--- config.mk ---
export PLATFORM = sky130hd
export DESIGN_NAME = serial_add_ctrl_flat
export DESIGN_NICKNAME = d
export VERILOG_FILES = /design/src/rtl/serial_add_pkg.sv /design/src/rtl/serial_add_if.sv /design/src/rtl/serial_add_full_adder.sv /design/src/rtl/serial_add_ctrl.sv /design/src/flat_wrapper.sv
export SDC_FILE = /design/constraint.sdc
export NUM_CORES = 1
export LEC_CHECK = 0
export BUFFER_PORTS_ARGS = -buffer_cell sky130_fd_sc_hd__buf_2
export CORE_ASPECT_RATIO = 0.5
export CORE_MARGIN = 5
export CORE_UTILIZATION = 45
export CTS_BUF_LIST = sky130_fd_sc_hd__clkbuf_8
export CTS_CLUSTER_SIZE = 12
export DETAILED_ROUTE_END_ITERATION = 12
export PLACE_DENSITY = 0.7
export SYNTH_ARGS = -nofsm -noshare
export SYNTH_HDL_FRONTEND = slang
export SYNTH_SLANG_ARGS = --single-unit
--- constraint.sdc ---
create_clock -name clk -period 2 [get_ports clk]
set_input_delay 0 -clock clk [delete_from_list [all_inputs] [get_ports clk]]
set_output_delay 0 -clock clk [all_outputs]
set_load 0.03 [all_outputs]
--- src/rtl/serial_add_pkg.sv ---
// Shared types and constants for the bit-serial adder controller.
// Optional subtract support is enabled by defining SERIAL_ADD_SUB_EN.
package serial_add_pkg;

  typedef enum logic [1:0] {
    IDLE = 2'd0,
    RUN  = 2'd1,
    DONE = 2'd2
  } state_t;

  localparam int DEFAULT_WIDTH = 8;

  // The bit counter needs at least one bit, even for WIDTH=1.
  function automatic int cnt_width(input int w);
    return (w <= 2) ? 1 : $clog2(w);
  endfunction

endpackage

--- src/rtl/serial_add_if.sv ---
// Requester-side bus of the bit-serial adder.
// Defining SERIAL_ADD_SUB_EN adds the sub select.
interface serial_add_if
  import serial_add_pkg::*;
#(
  parameter int WIDTH = DEFAULT_WIDTH
) ();

  // Handshake: an operation is accepted on a rising clk edge where start=1
  // and ready=1; a/b/cin (and sub) are sampled at that edge only. start while
  // ready=0 is dropped, not queued. done pulses for one cycle when sum/cout
  // become valid; they then hold until the next accepted operation completes.
  logic             start;
  logic [WIDTH-1:0] a;
  logic [WIDTH-1:0] b;
  logic             cin;
`ifdef SERIAL_ADD_SUB_EN
  logic             sub;
`endif
  logic             ready;
  logic             busy;
  logic             done;
  logic [WIDTH-1:0] sum;
  logic             cout;
  state_t           state;

  modport master (
`ifdef SERIAL_ADD_SUB_EN
    output sub,
`endif
    output start, a, b, cin,
    input  ready, busy, done, sum, cout, state
  );

  modport slave (
`ifdef SERIAL_ADD_SUB_EN
    input  sub,
`endif
    input  start, a, b, cin,
    output ready, busy, done, sum, cout, state
  );

endinterface

--- src/rtl/serial_add_full_adder.sv ---
// Single-bit full adder cell shared by the serial datapath.
module full_adder (
  input  logic A,
  input  logic B,
  input  logic Cin,
  output logic SUM,
  output logic CARRY
);

  assign SUM   = A ^ B ^ Cin;
  assign CARRY = (A & B) | (A & Cin) | (B & Cin);

endmodule

--- src/rtl/serial_add_ctrl.sv ---
// Bit-serial adder: one full-adder step per clock, LSB first, result in WIDTH+1 cycles.
// SERIAL_ADD_SUB_EN enables a-b via inverted B and forced carry-in.
module serial_add_ctrl
  import serial_add_pkg::*;
#(
  parameter int WIDTH = DEFAULT_WIDTH
) (
  input  logic        clk,
  input  logic        rst,
  serial_add_if.slave bus
);

  localparam int CW = cnt_width(WIDTH);

  state_t           state, state_nxt;
  logic [WIDTH-1:0] a_sh, b_sh, sum_sh, sum_sh_nxt, sum_q, b_ld;
  logic [CW-1:0]    cnt;
  logic             carry, cout_q, cin_ld, fa_s, fa_c, last;

`ifdef SERIAL_ADD_SUB_EN
  assign b_ld   = bus.sub ? ~bus.b : bus.b;
  assign cin_ld = bus.sub ? 1'b1 : bus.cin;
`else
  assign b_ld   = bus.b;
  assign cin_ld = bus.cin;
`endif

  assign last       = (cnt == CW'(WIDTH - 1));
  assign sum_sh_nxt = (sum_sh >> 1) | (WIDTH'(fa_s) << (WIDTH - 1));

  full_adder u_fa (
    .A    (a_sh[0]),
    .B    (b_sh[0]),
    .Cin  (carry),
    .SUM  (fa_s),
    .CARRY(fa_c)
  );

  always_ff @(posedge clk or posedge rst) begin
    if (rst) state <= IDLE;
    else     state <= state_nxt;
  end

  always_comb begin
    state_nxt = state;
    case (state)
      IDLE:    if (bus.start) state_nxt = RUN;
      RUN:     if (last) state_nxt = DONE;
      DONE:    state_nxt = IDLE;
      default: state_nxt = IDLE;
    endcase
  end

  always_comb begin
    bus.ready = (state == IDLE);
    bus.busy  = (state == RUN) || (state == DONE);
    bus.done  = (state == DONE);
    bus.sum   = sum_q;
    bus.cout  = cout_q;
    bus.state = state;
  end

  // Result registers load on the last RUN edge, i.e. on entry to DONE.
  always_ff @(posedge clk or posedge rst) begin
    if (rst) begin
      a_sh   <= '0;
      b_sh   <= '0;
      sum_sh <= '0;
      carry  <= 1'b0;
      cnt    <= '0;
      sum_q  <= '0;
      cout_q <= 1'b0;
    end else begin
      case (state)
        IDLE: begin
          if (bus.start) begin
            a_sh   <= bus.a;
            b_sh   <= b_ld;
            carry  <= cin_ld;
            cnt    <= '0;
            sum_sh <= '0;
          end
        end
        RUN: begin
          a_sh   <= a_sh >> 1;
          b_sh   <= b_sh >> 1;
          sum_sh <= sum_sh_nxt;
          carry  <= fa_c;
          if (last) begin
            sum_q  <= sum_sh_nxt;
            cout_q <= fa_c;
          end else begin
            cnt <= cnt + CW'(1);
          end
        end
        default: ;
      endcase
    end
  end

endmodule

--- src/flat_wrapper.sv ---
// flat-port wrapper written by rule: the top's interface ports become plain ports
module serial_add_ctrl_flat import serial_add_pkg::*;
#(
  parameter int WIDTH = DEFAULT_WIDTH
)
  (clk, rst, bus_start, bus_a, bus_b, bus_cin, bus_ready, bus_busy, bus_done, bus_sum, bus_cout, bus_state);
  serial_add_if #(.WIDTH(WIDTH)) bus_i ();
  input  logic clk;
  input  logic rst;
  input wire logic [$bits(bus_i.start)-1:0] bus_start;
  input wire logic [$bits(bus_i.a)-1:0] bus_a;
  input wire logic [$bits(bus_i.b)-1:0] bus_b;
  input wire logic [$bits(bus_i.cin)-1:0] bus_cin;
  output wire logic [$bits(bus_i.ready)-1:0] bus_ready;
  output wire logic [$bits(bus_i.busy)-1:0] bus_busy;
  output wire logic [$bits(bus_i.done)-1:0] bus_done;
  output wire logic [$bits(bus_i.sum)-1:0] bus_sum;
  output wire logic [$bits(bus_i.cout)-1:0] bus_cout;
  output wire logic [$bits(bus_i.state)-1:0] bus_state;
  assign bus_i.start = bus_start;
  assign bus_i.a = bus_a;
  assign bus_i.b = bus_b;
  assign bus_i.cin = bus_cin;
  assign bus_ready = bus_i.ready;
  assign bus_busy = bus_i.busy;
  assign bus_done = bus_i.done;
  assign bus_sum = bus_i.sum;
  assign bus_cout = bus_i.cout;
  assign bus_state = bus_i.state;
  serial_add_ctrl #(.WIDTH(WIDTH)) u_core (.clk(clk), .rst(rst), .bus(bus_i));
endmodule
==> Word-level counts from Yosys, hierarchy flattened <==
Index checks and enable logic that the tools add are counted.
{ "word_totals": {"register_bits": 39, "in_bits": 20, "out_inout_bits": 14} }
{ "classes": {"mux": 14, "reduce_logical": 7, "eq_ne": 6, "bitwise": 8, "addsub": 1} }
{ "op_table": {"columns": ["cell", "count"], "rows": [
  ["$pmux 8 s2", 3],
  ["$mux 8", 3],
  ["$or 7x8->8", 1],
  ["$mux 3", 2],
  ["$pmux 3 s2", 1],
  ["$reduce_and 2->1", 3],
  ["$mux 2", 2],
  ["$ne 2x2->1 const B", 2],
  ["$pmux 2 s2", 1],
  ["$add 3x1->3 const B", 1],
  ["$and 1x1->1", 3],
  ["$eq 3x3->1 const B", 1],
  ["$reduce_and 3->1", 1],
  ["$eq 2x1->1 const B", 1],
  ["$eq 2x2->1 const B", 1],
  ["$logic_not 2->1", 1],
  ["$ne 2x1->1 const B", 1],
  ["$or 1x1->1", 2],
  ["$pmux 1 s2", 1],
  ["$reduce_bool 2->1", 1],
  ["$xor 1x1->1", 2],
  ["$logic_or 1x1->1", 1],
  ["$mux 1", 1]
]} }

==> Depth between registers and ports, before layout <==
Gate-level depths: netlist of run 1.
{ "depth": {"depth_word": 4, "mapped_depth": 7, "ltp_nobuf": 5} }

==> Modules after synthesis <==
A second synthesis of run 1 with hierarchy kept.
{ "hier_totals": {"hier_cells": 157, "area_unflattened_um2": 1765.4} }
{ "by_module_without_submodules": {"columns": ["mod", "cells_each", "n_inst", "area_per_inst_um2"], "rows": [
  ["serial_add_ctrl", 156, 1, 1745.4],
  ["full_adder", 1, 1, 20.0]
]} }

==> Worst setup path after synthesis of run 1 <==
OpenSTA, ideal clock, no wires.
{ "synth_path": {"path_type": "register to register", "start": "register u_core.state[0] (netlist: u_core.bus.state[0])", "end": "register u_core.a_sh[0]", "path_slack_ps": -10, "arrival_time_ps": 1884, "stages_incl_launch_ff": 8, "setup_time_ps": 126, "synth_period_minus_slack_ps": 2010, "n_path_buf": 2, "path_cell_list": "dfrtp_1 inv_1 ha_1 nor2b_2 buf_6 nor2b_4 buf_6 a221o_1"} }
{ "synth_between": {"elab_chain_cells": 3, "word_cells_on_any_way": 6, "cone_classes": "eq/ne (2); mux (1); reduce/logical (3)"} }
{ "synth_rtl": {"columns": ["element", "line", "rtl"], "rows": [
  ["start, declared", "serial_add_ctrl.sv:15", "state_t state, state_nxt;"],
  ["start signal, assigned", "serial_add_ctrl.sv:41", "else state <= state_nxt;"],
  ["$logic_not 2->1 (*)", null, null],
  ["net bus_ready", "flat_wrapper.sv:14", "output wire logic [$bits(bus_i.ready)-1:0] bus_ready;"],
  ["$ne 2x2->1 (no line) or $reduce_bool 2->1 (tied branches)", null, null],
  ["$reduce_and 2->1 (no line)", null, null],
  ["end signal, assigned", "serial_add_ctrl.sv:77", "a_sh <= bus.a;"],
  ["end signal, assigned", "serial_add_ctrl.sv:85", "a_sh <= a_sh >> 1;"],
  ["end, declared", "serial_add_ctrl.sv:16", "logic [WIDTH-1:0] a_sh, b_sh, sum_sh, sum_sh_nxt, sum_q, b_ld;"]
]} }
Mark *: on every way through the listed nets, which the timed path passes. The rest lies on a longest branch.
A chain may end at the register's enable or synchronous reset.

==> Worst setup path in the final report of run 1 <==
{ "layout_path": {"start": "register u_core.state[0] (netlist: u_core.bus.state[0])", "end": "register u_core.b_sh[6]"} }
{ "layout_between": {"elab_chain_cells": 3, "word_cells_on_any_way": 6, "cone_classes": "eq/ne (2); mux (1); reduce/logical (3)"} }
{ "layout_rtl": {"columns": ["element", "line", "rtl"], "rows": [
  ["$eq 2x1->1 or $logic_not 2->1 (tied branches)", "serial_add_ctrl.sv:74", "case (state)"],
  ["$reduce_bool 2->1 (no line) or $ne 2x2->1 (tied branches)", null, null],
  ["$reduce_and 2->1 (no line)", null, null],
  ["end signal, assigned", "serial_add_ctrl.sv:78", "b_sh <= b_ld;"],
  ["end signal, assigned", "serial_add_ctrl.sv:86", "b_sh <= b_sh >> 1;"],
  ["end, declared", "serial_add_ctrl.sv:16", null]
]} }
Several ways; a longest one is shown, not always the timed one.

==> key figures, run 1 <==
Power and ir drop
  • Clock share of power: 22.2%
  • Sw Pwr: about 1.3 mW
  • Switching share of power: a little over a third
  • Pint: around 2.3 mW
  • Total power: 3.53 mW
  • Combinational power share: 42.3%
  • Peak supply drop: around 0.00066 V
  • Pleak: roughly 1.1 nW
  • Seq pwr share: a little over a third
  • Power per cell area: roughly 1600 nW/µm²

Global route
  • First-pass GRT wire length: approximately 5900 µm
  • Largest net degree at the start of global routing: 39
  • GRT met3 Usage: about 4%
  • Vias in the first global route: about 1200
  • GRT overflow: 0
  • Busiest grt layer: met2
  • GRT Total Usage: roughly 14%
  • Met1 Usage GRT: 19.1%
  • Routing usage on met2: roughly 22%
  • Initial antenna violation count: 0

Timing
  • Final hold vios: 0
  • Final Cycle Share: about nine tenths
  • Clk_skew: between 6 and 7 ps
  • Slew at the pin closest to its max-slew limit: approximately 450 ps
  • TNS Setup: 0 ps
  • WHS: roughly 87 ps
  • Fmax: ~540 MHz
  • Max Slew Vio Count: 0
  • Slack of the critical path: between 150 and 200 ps
  • Final setup fails: 0
  • Max-slew headroom: between 60% and 70%
  • RSZ-0062 raised after global routing: false
  • Tmin final: approximately 1800 ps

Setup path
  • CP Launch Point: u_core.bus.state[0]$_DFFE_PP0P_
  • Critical Path Fanout Max: 21
  • CP arrival: 2010 ps
  • RR Endpoint: u_core.b_sh[6]$_DFFE_PP0P_
  • Setup crit end kind: flip-flop
  • Startpoint Class: flip-flop
  • R2R Setup Slk: around 160 ps
  • Critical register-to-register path startpoint: u_core.bus.state[0]$_DFFE_PP0P_
  • CP Class: reg -> reg
  • Worst R2R Path Depth: 7
  • Worst EP required: between 2000 and 2500 ps
  • End of the critical path: u_core.b_sh[6]$_DFFE_PP0P_

Synth
  • Syn Inst Count: ~140
  • Top FF cell, synth: dfrtp_1
  • Sequential fraction of the synthesis area: between 50 and 60%
  • Async SR Flop Fraction: 100%
  • Top-count cell post-synth: dfrtp_1
  • #FFs+latches synth: 38
  • Yosys warns: 0
  • Synthesized area per cell: around 13 µm²
  • Synth cell types: 24
  • Synth area leader: dfrtp_1
  • Top cell type's share of synthesized area: a little over half
  • Most frequent cells after synthesis: dfrtp_1, nand2b_1, a22o_1, mux2_2, o221a_2
  • Mapped cell area: about 1800 µm²
  • Syn nets: 170
  • Number of synthesized flops with an enable pin: 0
  • Top post-synthesis cells by area: dfrtp_1, mux2_2, a22o_1

Finish
  • Share of layout cells above drive strength 1: a little over a third
  • Cell Count, Final, Fillers Out: 246
  • Post-synthesis to final-layout area growth: 26.7%
  • Nets@finish: around 220
  • Antenna cells: 0

CTS
  • CTS clk-pin slew, worst paths: 80 ps
  • Worst skew pair latency: between 200 and 300 ps
  • Clock sinks: 38
  • Clock buffer depth: 2
  • TritonCTS clock tree: yes
  • Total CTS buffers: 5
  • H-tree depth: 2
  • Root Buffer: clkbuf_8

Drt
  • Routed Antenna Nets: 0
  • 1st-iter DRT viols: 37
  • WL/cell: between 10 and 15 µm
  • DRT Wirelength: about 3400 µm
  • Vias after detailed routing: 1251
  • Residual DRC: 0
  • Drt pass-1 iters: 4
  • Vias/cell: 5.09

Status
  • Outcome: complete, no violations

Floorplanning
  • Die ar.: about 5400 µm²
  • Die height: between 50 and 60 µm
  • Row Count: 16
  • Core area: 3860 µm²
  • Starting Density: a little under half
  • I/O pin total: 34
  • Die Width: a little under 100 µm

Placed design
  • Routability cong.: around 0.75
  • I/O Buffers: 33
  • HPWL after detailed placement: between 2000 and 2500 µm
  • Placed cells: between 200 and 250
  • Pre-CTS setup slack: 123 ps

Run
  • Max-cap violations: 0

Min path
  • Hold Crit Class: in -> reg
[how the worst min path moves through the flow]
stage	from	cells past startpoint	end	slack (ps)
after global routing	bus_start	3	u_core.cnt[1]$_DFFE_PP0P_	110
final	bus_start	3	u_core.cnt[1]$_DFFE_PP0P_	90
after CTS	bus_a[5]	2	u_core.a_sh[5]$_DFFE_PP0P_	1
after detailed placement	rst	3	u_core.a_sh[2]$_DFFE_PP0P_	130
after floorplan	bus_a[7]	1	u_core.a_sh[7]$_DFFE_PP0P_	130
after global placement	rst	3	u_core.a_sh[2]$_DFFE_PP0P_	130
[kinds of logic after synthesis]
| kind of cell | share of synthesized area (%) |
|---|---|
| buf+inv | 4.40 |
| simple gates | 11.9 |
| fa+ha+maj | 6.00 |
| flops | 53.0 |
| mux | 7.47 |
| compound gates | 17.2 |
[routing by layer]
layer  vias to the layer above  wire, µm
li1                        617         -
met1                       605      1750
met2                        23      1480
met3                         6       146
met4                         0        44
met5                         -         0
[layout make-up]
type                       instances  area (µm²)
sequential                        38         951
clock buffer                       5        68.8
multi-input combinational         92         771
inverter                           3        11.3
timing repair buffer              51         333
tap                               54        67.6
fill                             320        1590
clock inverter                     3        68.8
[placed cells by master, fill, tap and decap left out]
master,count
fa_1,1
and2_1,3
nor2_1,2
dlygate4sd3_1,13
o211ai_1,1
buf_4,5
ha_1,6
a221o_1,7
buf_2,33
nand2b_1,15
mux2_2,11
bufinv_16,2
o221a_2,8
dfrtp_1,38
mux2i_1,1
a21oi_1,6
nand2_1,4
or2_2,2
clkinv_4,1
nor2b_1,2
ha_2,1
nor2b_4,2
o21ai_0,3
inv_1,3
a22o_1,11
clkbuf_8,5
nand3_1,6
[state kept, by name, summed over array words and instances, names as in the netlist]
register,flops
u_core.a_sh,8
u_core.b_sh,8
u_core.bus.cout,1
u_core.bus.state,2
u_core.bus.sum,8
u_core.carry,1
u_core.cnt,3
u_core.sum_sh,7
[metrics by stage]
step / util, % / area (µm²)
after global placement: 51.7 / 2000
final: 58.8 / 2270
after CTS: 58.4 / 2260
after global routing: 58.8 / 2270
after detailed placement: 51.7 / 2000
after floorplan: - / 1800
[critical path, cell delays in order, from the launching register on]
cell     delay [ps]
dfrtp_1         420
inv_1           130
ha_2            280
buf_4           170
mux2i_1          70
buf_4           220
and2_1          170
a221o_1         250
[power groups by stage]
stage	combinational [mW]	sequential (mW)	clock [mW]
global placement	1.44	1.25	0
finish	1.49	1.25	0.783
global route	1.67	1.29	0.838
floorplan	1.17	1.29	0
detailed placement	1.48	1.26	0
CTS	1.50	1.25	0.791
[what timing repair did]
action | CTS | global route
setup endpoints to repair | 0 | 7
resized for setup | 0 | 1
hold buffers | 12 | 1
hold endpoints to repair | 49 | 1
setup buffers | 0 | 0
Note: power is estimated with default switching activity, not from simulation.
==> run 2, diff against run 1 <==
Clock period 2 ns to 2.3 ns, I/O delays scaled along.
==> key figures, run 2 (synthesis results as in run 1) <==
Status
  • Outcome: complete, no violations

Timing
  • WHS: 112 ps (+24.6 ps)
  • Final setup fails: 0 (unchanged)
  • Fmax: 550 MHz (+1.0%)
  • Final hold vios: 0 (unchanged)
  • RSZ-0062 raised after global routing: false
  • Max Slew Vio Count: 0 (unchanged)
  • Max-slew headroom: 69.4% (-0.25 points)
  • TNS Setup: 0 ps (unchanged)
  • Slew at the pin closest to its max-slew limit: 458 ps (+3.78 ps)
  • Clk_skew: 9.27 ps (+2.97 ps)
  • Final Cycle Share: 79.0% (-13 points)
  • Slack of the critical path: 482 ps (+319 ps)
  • Tmin final: 1820 ps (-18.9 ps)

Global route
  • First-pass GRT wire length: 6160 µm (+5.3%)
  • GRT Total Usage: 14.8% (+0.73 points)
  • Largest net degree at the start of global routing: 39 (unchanged)
  • Initial antenna violation count: 0 (unchanged)
  • Vias in the first global route: 1325 (+7.5%)
  • GRT overflow: 0 (unchanged)

Finish
  • Antenna cells: 0 (unchanged)
  • Share of layout cells above drive strength 1: 35.9% (-0.52 points)
  • Post-synthesis to final-layout area growth: 26.2%
  • Nets@finish: 219 (unchanged)
  • Multi-input combinational cell area: 763 µm² (-0.97%)
  • Register area: 951 µm² (unchanged)
  • Post-route core utilization: 58.6% (-0.19 points)
  • Fillcell total: 324 (+1.3%)
  • Commonest cells after routing, fill and taps aside: dfrtp_1, buf_2, nand2b_1, dlygate4sd3_1
  • Leading cell type in the layout, fill and taps excluded: dfrtp_1

Power and ir drop
  • Pleak: 1.10 nW (-0.19%)
  • Clock share of power: 21.9% (-0.3 points)
  • Combinational power share: 42.2% (about the same)
  • Switching share of power: 35.6% (+0.13 points)
  • Power per cell area: 1350 nW/µm² (-13%)
  • Peak supply drop: 0.000836 V (+26%)
  • Seq pwr share: 35.9% (+0.4 points)
  • Total power: 3.06 mW (-13%)
  • Sw Pwr: 1.09 mW (-13%)
  • Pint: 1.97 mW (-14%)

CTS
  • Setup Fix Bufs, Post-CTS: 0 (unchanged)
  • Hold-fix buffer count after cts: 13 (+1)
  • TritonCTS clock tree: yes
  • Clock sinks: 38 (unchanged)
  • Total CTS buffers: 5 (unchanged)
  • Clock buffer depth: 2 (unchanged)
  • Post_cts resized: 0 (unchanged)
  • CTS clk-pin slew, worst paths: 80 ps (about the same)
  • Root Buffer: clkbuf_8
  • H-tree depth: 2 (unchanged)
  • Worst skew pair latency: 290 ps (about the same)

Placed design
  • Routability cong.: 0.781 (+4.5%)
  • HPWL after detailed placement: 2440 µm (+5.3%)
  • I/O Buffers: 33 (unchanged)
  • Pre-CTS setup slack: 486 ps (+362 ps)

Floorplanning
  • Die ar.: 5420 µm² (unchanged)
  • Die height: 54.6 µm (unchanged)
  • Die Width: 99.3 µm (unchanged)
  • Row Count: 16 (unchanged)
  • Core area: 3860 µm² (unchanged)
  • Starting Density: 46.4% (unchanged)
  • I/O pin total: 34 (unchanged)

Min path
  • Hold path cells: 4 (+1)
  • Worst Hold Endpoint: u_core.a_sh[0]$_DFFE_PP0P_
  • HP Start: bus_a[0]
  • Hold Crit Class: in -> reg

Setup path
  • CP Cell Sequence: inv_1 -> ha_1 -> nor2b_2 -> nand2b_1 -> o221a_2
  • Critical Path Fanout Max: 8 (-62%)
  • Slowest cell on crit path: dfrtp_1
  • R2R Setup Slk: 480 ps (+320 ps)
  • RR Endpoint: u_core.carry$_DFFE_PP0P_
  • Crit-path leading delay family: simple AND/OR/NAND/NOR gates
  • Buf/Inv on CP: 1 (-2)
  • Worst R2R Path Depth: 5 (-2)
  • Max incr delay on CP: 410 ps (about the same)
  • CP Class: reg -> reg
  • Critical register-to-register path startpoint: u_core.bus.state[1]$_DFFE_PP0P_
  • Worst EP required: 2530 ps (+360 ps)
  • Startpoint Class: flip-flop
  • CP arrival: 2050 ps (+40 ps)
  • Setup crit end kind: flip-flop

Drt
  • Residual DRC: 0 (unchanged)
  • Vias/cell: 5.16 (+1.5%)
  • Vias after detailed routing: 1270 (+1.5%)
  • WL/cell: 14.6 µm (+5.0%)
  • 1st-iter DRT viols: 48 (+30%)
  • Routed Antenna Nets: 0 (unchanged)
  • DRT Wirelength: 3590 µm (+5.0%)
  • Drt pass-1 iters: 4 (unchanged)

Run
  • Max-cap violations: 0 (unchanged)
==> run 2: final cells by class <==
cell class | count | share of cell area [%]
tap | 54 | 2.99
multi-input combinational | 92 | 33.7
clock buffer | 5 | 3.04
inverter | 3 | 0.498
timing repair buffer | 51 | 14.7
clock inverter | 3 | 3.04
sequential | 38 | 42.0
==> run 2: layer usage <==
metal	global-route usage, %	up-vias	wire, µm
met5	0	-	0
met4	3.40	0	37
met3	5.47	4	161
met2	25.0	25	1720
met1	18.6	623	1680
li1	-	618	-
==> run 2: worst register-to-register path: stages, from the launching register on <==
cell      delay (ps)
dfrtp_1          410
inv_1            130
ha_1             260
nor2b_2          360
nand2b_1         360
o221a_2          250
==> run 2: worst max path at each step <==
stage	to	slack (ps)	cells after the start	from
2_1_floorplan	u_core.a_sh[0]$_DFFE_PP0P_	290	7	u_core.bus.state[0]$_DFFE_PP0P_
6_report	u_core.carry$_DFFE_PP0P_	480	5	u_core.bus.state[1]$_DFFE_PP0P_
3_5_place_dp	u_core.carry$_DFFE_PP0P_	490	6	u_core.bus.state[1]$_DFFE_PP0P_
5_1_grt	u_core.carry$_DFFE_PP0P_	340	5	u_core.bus.state[1]$_DFFE_PP0P_
3_3_place_gp	u_core.a_sh[6]$_DFFE_PP0P_	560	6	u_core.bus.state[1]$_DFFE_PP0P_
4_1_cts	u_core.carry$_DFFE_PP0P_	480	6	u_core.bus.state[1]$_DFFE_PP0P_
==> run 2: metrics by stage <==
step / instances / cell area (µm²)
final: 246 / 2260
after global routing: 246 / 2260
after CTS: 246 / 2260
after detailed placement: 225 / 2000
after global placement: 225 / 2000
after floorplan: 142 / 1790
==> run 2: power groups by stage <==
stage,logic [mW],clock network [mW],registers [mW]
finish,1.29,0.669,1.10
detailed placement,1.28,0,1.10
global placement,1.23,0,1.09
global route,1.44,0.716,1.13
floorplan,1.01,0,1.12
CTS,1.30,0.686,1.09
==> run 3, diff against run 2 <==
Clock period 2.3 ns to 1.79 ns, I/O delays scaled along.
==> key figures, run 3 (synthesis results as in run 1) <==
Power and ir drop
  • Switching share of power: 37.9% (+2.3 points)
  • Combinational power share: 46.1% (+3.9 points)
  • Seq pwr share: 37.7% (+1.8 points)
  • Clock share of power: 16.1% (-5.8 points)
  • Pint: 2.33 mW (+18%)
  • Sw Pwr: 1.42 mW (+31%)
  • Pleak: 1.09 nW (-0.96%)
  • Total power: 3.75 mW (+23%)
  • Power per cell area: 1660 nW/µm² (+23%)
  • Peak supply drop: 0.00111 V (+33%)

Drt
  • Drt pass-1 iters: 4 (unchanged)
  • Vias after detailed routing: 1292 (+1.7%)
  • Max layer used: met4
  • Met2 Wirelength: 1760 µm (+2.2%)
  • Vias/cell: 5.21 (+0.91%)
  • DRT Wirelength: 3800 µm (+5.7%)
  • Routed Antenna Nets: 0 (unchanged)
  • Met3 wire length: 243 µm (+51%)
  • Residual DRC: 0 (unchanged)
  • 1st-iter DRT viols: 140 (+190%)
  • DRT met1 WL: 1770 µm (+5.5%)
  • WL/cell: 15.3 µm (+4.8%)

Timing
  • Tmin final: 1670 ps (-147 ps)
  • Final Cycle Share: 93.3% (+14 points)
  • RSZ-0062 raised after global routing: false
  • Slew at the pin closest to its max-slew limit: 478 ps (+20.0 ps)
  • TNS Setup: 0 ps (unchanged)
  • Clk_skew: 4.03 ps (-5.24 ps)
  • Final setup fails: 0 (unchanged)
  • Max-slew headroom: 68.1% (-1.3 points)
  • Max Slew Vio Count: 0 (unchanged)
  • Final hold vios: 0 (unchanged)
  • Fmax: 599 MHz (+8.8%)

Finish
  • Leading cell type in the layout, fill and taps excluded: dfrtp_1
  • Post-synthesis to final-layout area growth: 26.0%
  • Design Area, Final: 2260 µm² (-0.22%)
  • Nets@finish: 221 (+0.91%)
  • Antenna cells: 0 (unchanged)
  • Share of layout cells above drive strength 1: 38.7% (+2.7 points)
  • Commonest cells after routing, fill and taps aside: dfrtp_1, buf_2, nand2b_1, dlygate4sd3_1

Status
  • Outcome: complete, no violations

Placed design
  • Routability cong.: 0.762 (-2.3%)
  • I/O Buffers: 33 (unchanged)
  • Placed cell area: 2030 µm² (+1.5%)
  • HPWL after detailed placement: 2480 µm (+1.5%)

Floorplanning
  • Starting Density: 46.4% (unchanged)
  • Die Width: 99.3 µm (unchanged)
  • I/O pin total: 34 (unchanged)
  • Core area: 3860 µm² (unchanged)
  • Die ar.: 5420 µm² (unchanged)
  • Row Count: 16 (unchanged)
  • Die height: 54.6 µm (unchanged)

Global route
  • First-pass GRT wire length: 6280 µm (+1.9%)
  • GRT Total Usage: 15.2% (+0.36 points)
  • Largest net degree at the start of global routing: 39 (unchanged)
  • Vias in the first global route: 1338 (+0.98%)
  • Initial antenna violation count: 0 (unchanged)
  • GRT overflow: 0 (unchanged)

CTS
  • TritonCTS clock tree: yes
  • CTS clk-pin slew, worst paths: 80 ps (about the same)
  • Setup Fix Bufs, Post-CTS: 0 (unchanged)
  • Clock sinks: 38 (unchanged)
  • Clock buffer depth: 2 (unchanged)
  • Root Buffer: clkbuf_8
  • Worst skew pair latency: 280 ps (about the same)
  • Total CTS buffers: 5 (unchanged)
  • H-tree depth: 2 (unchanged)

Setup path
  • Setup crit end kind: flip-flop
  • CP arrival: 1840 ps (-210 ps)
  • Buf/Inv on CP: 2 (+1)
  • Worst R2R Path Depth: 5 (unchanged)
  • Worst EP required: 1960 ps (-570 ps)
  • Critical Path Fanout Max: 14 (+6)
  • CP Cell Sequence: inv_1 -> ha_1 -> buf_4 -> or2_2 -> o221a_2
  • Slowest cell on crit path: dfrtp_2
  • CP Class: reg -> reg
  • Max incr delay on CP: 390 ps (-20 ps)
  • Startpoint Class: flip-flop
  • Crit-path leading delay family: flip-flops
  • WP depth: 5 (unchanged)

Min path
  • Hold path cells: 3 (-1)
  • Hold Crit Class: in -> reg

Run
  • Max-cap violations: 0 (unchanged)
## run 3: cell count changes in the layout (fill, tap and decap cells not counted), sizes merged
cell,before,now
buf,38,40
clkinvlp,0,1
bufinv,2,0
clkbuf,5,6
## run 3: repair_timing
item,4_1_cts,5_1_grt
hold buffers,13,0
endpoints found under the setup margin,0,10
hold endpoints to repair,50,0
gates resized for setup,0,2
## run 3: worst paths after layout
kind	from	to	slack, ps
setup / recovery	u_core.bus.state[1]$_DFFE_PP0P_	u_core.carry$_DFFE_PP0P_	120
hold / removal	bus_start	u_core.cnt[1]$_DFFE_PP0P_	110
setup reg to reg	u_core.bus.state[1]$_DFFE_PP0P_	u_core.carry$_DFFE_PP0P_	120
hold reg to reg	u_core.bus.sum[6]$_DFFE_PP0P_	u_core.bus.sum[6]$_DFFE_PP0P_	510
max in group asynchronous	rst	u_core.bus.state[1]$_DFFE_PP0P_	1060
min in group asynchronous	rst	u_core.sum_sh[1]$_DFFE_PP0P_	370
## run 3: cell type report
| class | count | area [µm²] |
|---|---|---|
| clock buffers | 6 | 82.6 |
| clock inverters | 2 | 12.5 |
| fillers | 354 | 1610 |
| inverters | 3 | 11.3 |
| multi-input cells | 92 | 783 |
| flip-flops and latches | 38 | 953 |
| well taps | 54 | 67.6 |
| repair buffers | 53 | 348 |
## run 3: tightest hold or removal path, stage by stage
cell and delay [ps]:
buf_2 170, nand3_1 80, o211ai_1 90
## run 3: power groups by stage
stage,Clock (mW),Sequential (mW),Combinational (mW)
2_1_floorplan,0,1.44,1.35
4_1_cts,0.620,1.41,1.72
6_report,0.605,1.42,1.73
3_5_place_dp,0,1.42,1.69
5_1_grt,0.669,1.45,1.92
3_3_place_gp,0,1.42,1.65
## run 3: through the flow
step           utilization (%)  std cells  worst slack (ps)  hold WS (ps)
2_1_floorplan                -        142              47.4           133
3_3_place_gp              52.4        227               134           135
3_5_place_dp              52.4        227              53.1           137
4_1_cts                   58.3        248              12.8          98.7
5_1_grt                   58.5        248              21.6           130
6_report                  58.5        248               119           114
## run 3: routing by layer
layer | up-vias | track usage, %
met5 | - | 0
met4 | 0 | 4.31
met3 | 2 | 5.47
met2 | 33 | 25.7
met1 | 635 | 18.8
li1 | 622 | -
